===== config.mk =====
export PLATFORM = sky130hd
export DESIGN_NAME = pong_game_ctrl
export DESIGN_NICKNAME = d
export VERILOG_FILES = /design/src/rtl/pong_game_ctrl.sv
export SDC_FILE = /design/constraint.sdc
export NUM_CORES = 1
export LEC_CHECK = 0
export ABC_AREA = 1
export CAP_MARGIN = 0
export CORE_MARGIN = 4
export CORE_UTILIZATION = 62
export DETAILED_ROUTE_END_ITERATION = 10
export DONT_BUFFER_PORTS = 1
export GPL_TIMING_DRIVEN = 1
export PLACE_DENSITY_LB_ADDON = 0.15
export SYNTH_ARGS = -nofsm -noshare
export SYNTH_HDL_FRONTEND = slang
export SYNTH_SLANG_ARGS = --single-unit

===== constraint.sdc =====
create_clock -name clk_i -period 1.8 [get_ports clk_i]
set_input_delay 0.45 -clock clk_i [delete_from_list [all_inputs] [get_ports clk_i]]
set_output_delay 0.45 -clock clk_i [all_outputs]
set_load 0.05 [all_outputs]

===== src/rtl/pong_game_ctrl.sv =====
// Game-flow sequencer for the pong datapath: frame strobe, serve/play/pause/over FSM,
// score and lives bookkeeping.
//
//   state | meaning
//   IDLE  | power-up, waiting for the first start press
//   SERVE | ball recentred, waiting SERVE_FRAMES frames before play
//   PLAY  | datapath advances once per frame
//   PAUSE | frozen, a start press resumes play
//   OVER  | lives exhausted, score held, a start press begins a new game
module pong_game_ctrl #(
  parameter int unsigned FRAME_X      = 639,
  parameter int unsigned FRAME_Y      = 479,
  parameter int unsigned SERVE_FRAMES = 60,
  parameter int unsigned LIVES        = 3,
  parameter int unsigned SCORE_MAX    = 99
) (
  input  logic       clk_i,
  input  logic       rst_ni,
  input  logic [9:0] x_i,
  input  logic [8:0] y_i,
  input  logic       start_btn_i,
  input  logic       ball_miss_i,
  input  logic       paddle_hit_i,
  output logic       game_enable_o,
  output logic       ball_reset_o,
  output logic [6:0] score_o,
  output logic [1:0] lives_o,
  output logic [2:0] state_o,
  output logic       game_over_o
);

  localparam int unsigned CNT_W = (SERVE_FRAMES > 1) ? $clog2(SERVE_FRAMES) : 1;
  localparam logic [CNT_W-1:0] CNT_LAST   = CNT_W'(SERVE_FRAMES - 1);
  localparam logic [6:0]       SCORE_TOP  = 7'(SCORE_MAX);
  localparam logic [1:0]       LIVES_INIT = 2'(LIVES);

  typedef enum logic [2:0] {
    S_IDLE  = 3'd0,
    S_SERVE = 3'd1,
    S_PLAY  = 3'd2,
    S_PAUSE = 3'd3,
    S_OVER  = 3'd4
  } state_t;

  state_t           state_q;
  logic [CNT_W-1:0] serve_cnt_q;
  logic [6:0]       score_q;
  logic [1:0]       lives_q;
  logic             frame_tick_q;
  logic             start_prev_q;
  logic             game_enable_q;
  logic             ball_reset_q;
  logic             game_over_q;

  logic pos_match;
  logic start_edge;

  assign pos_match  = (x_i == 10'(FRAME_X)) && (y_i == 9'(FRAME_Y));
  assign start_edge = start_btn_i && !start_prev_q;

  // game_enable_q is loaded from pos_match together with frame_tick_q, so it is
  // high exactly in the frame_tick cycle whenever the state in that cycle is PLAY.
  always_ff @(posedge clk_i or negedge rst_ni) begin
    if (!rst_ni) begin
      state_q       <= S_IDLE;
      serve_cnt_q   <= '0;
      score_q       <= '0;
      lives_q       <= '0;
      frame_tick_q  <= 1'b0;
      start_prev_q  <= 1'b0;
      game_enable_q <= 1'b0;
      ball_reset_q  <= 1'b0;
      game_over_q   <= 1'b0;
    end else begin
      frame_tick_q  <= pos_match;
      start_prev_q  <= start_btn_i;
      game_enable_q <= 1'b0;
      ball_reset_q  <= 1'b0;
      game_over_q   <= 1'b0;
      case (state_q)
        S_IDLE, S_OVER: begin
          if (start_edge) begin
            state_q      <= S_SERVE;
            score_q      <= '0;
            lives_q      <= LIVES_INIT;
            serve_cnt_q  <= '0;
            ball_reset_q <= 1'b1;
          end else if (state_q == S_OVER) begin
            game_over_q <= 1'b1;
          end
        end
        S_SERVE: begin
          if (frame_tick_q) begin
            if (serve_cnt_q == CNT_LAST) begin
              state_q     <= S_PLAY;
              serve_cnt_q <= '0;
            end else begin
              serve_cnt_q <= serve_cnt_q + 1'b1;
            end
          end
        end
        S_PLAY: begin
          if (ball_miss_i) begin
            if (lives_q > 2'd1) begin
              lives_q      <= lives_q - 2'd1;
              ball_reset_q <= 1'b1;
              state_q      <= S_SERVE;
              serve_cnt_q  <= '0;
            end else begin
              lives_q     <= '0;
              state_q     <= S_OVER;
              game_over_q <= 1'b1;
            end
          end else begin
            if (paddle_hit_i && (score_q < SCORE_TOP)) begin
              score_q <= score_q + 7'd1;
            end
            if (start_edge) begin
              state_q <= S_PAUSE;
            end else begin
              game_enable_q <= pos_match;
            end
          end
        end
        S_PAUSE: begin
          if (start_edge) begin
            state_q       <= S_PLAY;
            game_enable_q <= pos_match;
          end
        end
        default: state_q <= S_IDLE;
      endcase
    end
  end

  assign game_enable_o = game_enable_q;
  assign ball_reset_o  = ball_reset_q;
  assign score_o       = score_q;
  assign lives_o       = lives_q;
  assign state_o       = state_q;
  assign game_over_o   = game_over_q;

endmodule


==> impl_results.md, run 1 <==
- Status: finished clean
- Layout cell share with drive strength beyond 1: 13.9%
- DRT Wirelength: 3.06 mm
- Synth Warn #: 0
- Register area share after synthesis: 40.9%
- Commonest cells in the netlist: 57 x nand2_1, 25 x inv_1, 25 x nor2_1
- Max cap viols: 0
- CP top delay family: flip-flops
- Synth Net Count: between 200 and 250
- Die Ht: about 56 um
- Post-synth EDFFs: 0
- DP Area: 0.00152 mm2
- Setup crit end kind: output pin
- Top cell type by total area after synthesis: dfrtp_1
- Initial antenna violation count: 0
- Top_reg_cell synth: dfrtp_1
- Leading cell type by number of instances after synthesis: nand2_1
- Async SR Flop Fraction: between 90% and 100%
- Worst path max stage delay: 0.53 ns
- Vias/cell: 5.67
- Worst hold slack: about 0.15 ns
- Max H-tree Level: 1
- Crit path DAT: 1.10 ns
- Final setup violation count: 0
- Worst-Skew Late Latency: 0.31 ns
- RSZ-0062 raised after global routing: no
- Vias in the first global route: ~1200
- Largest net degree at the start of global routing: 24
- Routed Antenna Nets: 0
- Crit-path cells: buf_4
- Nets: 236
- Setup TNS: 0 ns
- Global-route wire length before repair: 5.35 mm
- Top cell type's share of synthesized area: 40.9%
- Clk root buf: clkbuf_4
- Core ar.: 0.00206 mm2
- Synth cell types: 27
- DR WL/cell: 13.0 um
- Top cells by area, synth: dfrtp_1 41%, nand2_1 15%, inv_1 6.7%, nor2_1 6.7%, nand3_1 6.0%
- DP Wirelength: 2.37 mm
- Starting Density: 68.3%
- Die X: 55.6 um
- Slew HR: 30.4%
- Yosys reg bits: 23
- Total grt overflow: 0
- Clock slew at reported path FFs: roughly 0.12 ns
- GP Congestion: 0.903
- Starting DRT DRC Count: 30
- Critical path class: reg -> out
- Fmax achieved: 646 MHz
- CP max stage cell: dfrtp_1
- Crit share post-route: between 80 and 90%
- Leak pwr: between 0.0008 and 0.0009 uW
- Syn Inst Count: 194
- Final Skew: 0.00514 ns
- GRT Util Overall: approximately a fifth
- P&R area growth vs syn: 10.6%
- Pre-CTS setup slack: 0.375 ns
- DR vias: 1337
- Hold crit path type: in -> reg
- Power Density: 1250 mW/mm2
- CTS tree: done
- Worst slew pin tran: ~1.0 ns
- I/O Pins: 39
- CP startpoint kind: register
- Total power: 1940 uW
- Buf/Inv on CP: 1
- FP Rows: 16
- # diodes: 0
- Clock Sinks: 23
- CTS Buf Count: 3
- Crit-path max FO: 8
- VDD IR max: 0.906 mV
- Post-Syn Area: 0.00141 mm2
- Final worst slack: 0.253 ns
- Drt first pass iters: 4
- Postcts setup bufs: 0
- Die area: 0.00310 mm2
- Crit path required time: 1.35 ns
- CTS max path bufs: 2
- Minimum clock period: 1.55 ns
- Final hold vios: 0
- IO buf count: 0
- R2r setup slk: 0.35 ns
- Fin. max-slew vios: 0
- DRC violation count after routing: 0
- Post-Syn Area per Cell: 7.26 um2
- Final instance area: 0.00156 mm2
cell usage in the layout (no fill, tap or decap), drive strengths merged, types with 2 or more instances in the layout:
cell type  synthesis  routed
a21oi              3       3
buf                1      11
clkbuf             0       3
dfrtp             23      23
ha                 2       2
inv               25      25
nand2             61      61
nand3             20      20
nand3b             2       2
nand4              7       7
nor2              29      29
o21ai             10      10
o22ai              2       2
xor2               3       3
final cells by class:
type / instances / area, um2
Tap cell: 27 / 33.8
Clock buffer: 3 / 22.5
Inverter: 25 / 93.8
Timing Repair Buffer: 12 / 92.6
Sequential cell: 23 / 576
Fill cell: 164 / 505
Multi-Input combinational cell: 145 / 733
Clock inverter: 1 / 5.00
sequential cells by signal, summed over array words and instances, names as in the netlist:
signal,count
game_over_o,1
game_enable_o,1
ball_reset_o,1
lives_o,2
state_o,3
start_prev_q,1
frame_tick_q,1
serve_cnt_q,6
score_o,7
stage by stage:
step                      utilization (%)  instances
after floorplan                         -        194
after global routing                 75.5        236
after CTS                            75.5        236
after global placement               73.7        231
final                                75.5        236
after detailed placement             73.7        231
cell families after synthesis:
kind of cell / after synthesis / share of synthesized area, %
AOI/OAI and AO/OA: 17 / 7.02
xor gates and xnor gates: 4 / 2.49
adders and majority gates: 2 / 1.78
buffers and inverters: 26 / 7.02
DFF: 23 / 40.9
and+or+nand+nor: 122 / 40.8
worst paths after layout:
path                                      to   startpoint  depth (start not counted)
worst max-delay path              score_o[2]   score_o[2]                          1
worst min-delay path            start_prev_q  start_btn_i                          0
worst max register to register    score_o[6]   state_o[2]                          9
worst min register to register    score_o[4]   score_o[4]                          2
max in group asynchronous         state_o[0]       rst_ni                          1
min in group asynchronous         score_o[3]       rst_ni                          1
power breakdown:
group          switching, uW  internal, uW
Sequential               172           601
Clock                    153          83.0
Combinational            658           277
layer usage:
metal	GRT usage, %	share of wire (%)	vias to the layer above
li1	-	-	653
met1	26.6	41	614
met2	35.0	49	66
met3	4.87	9.2	4
met4	7.64	0.95	0
met5	0	0	-
timing repair:
action	in CTS	in global routing
hold buffers	1	0
endpoints found under the hold margin	23	0
gates resized for setup	0	0
No activity file was read; power rests on OpenSTA's default activity.
==> inputs of run 2 (changes only) <==
Settings changed: CTS_CLUSTER_SIZE set to 25.
==> results of run 2 <==
The final DEF is identical to that of run 1; final timing and power are the same.
==> inputs of run 3 (changes only) <==
Settings changed: SETUP_SLACK_MARGIN set to 0.1.
==> results of run 3 <==
The final DEF is identical to that of run 1; final timing and power are the same.
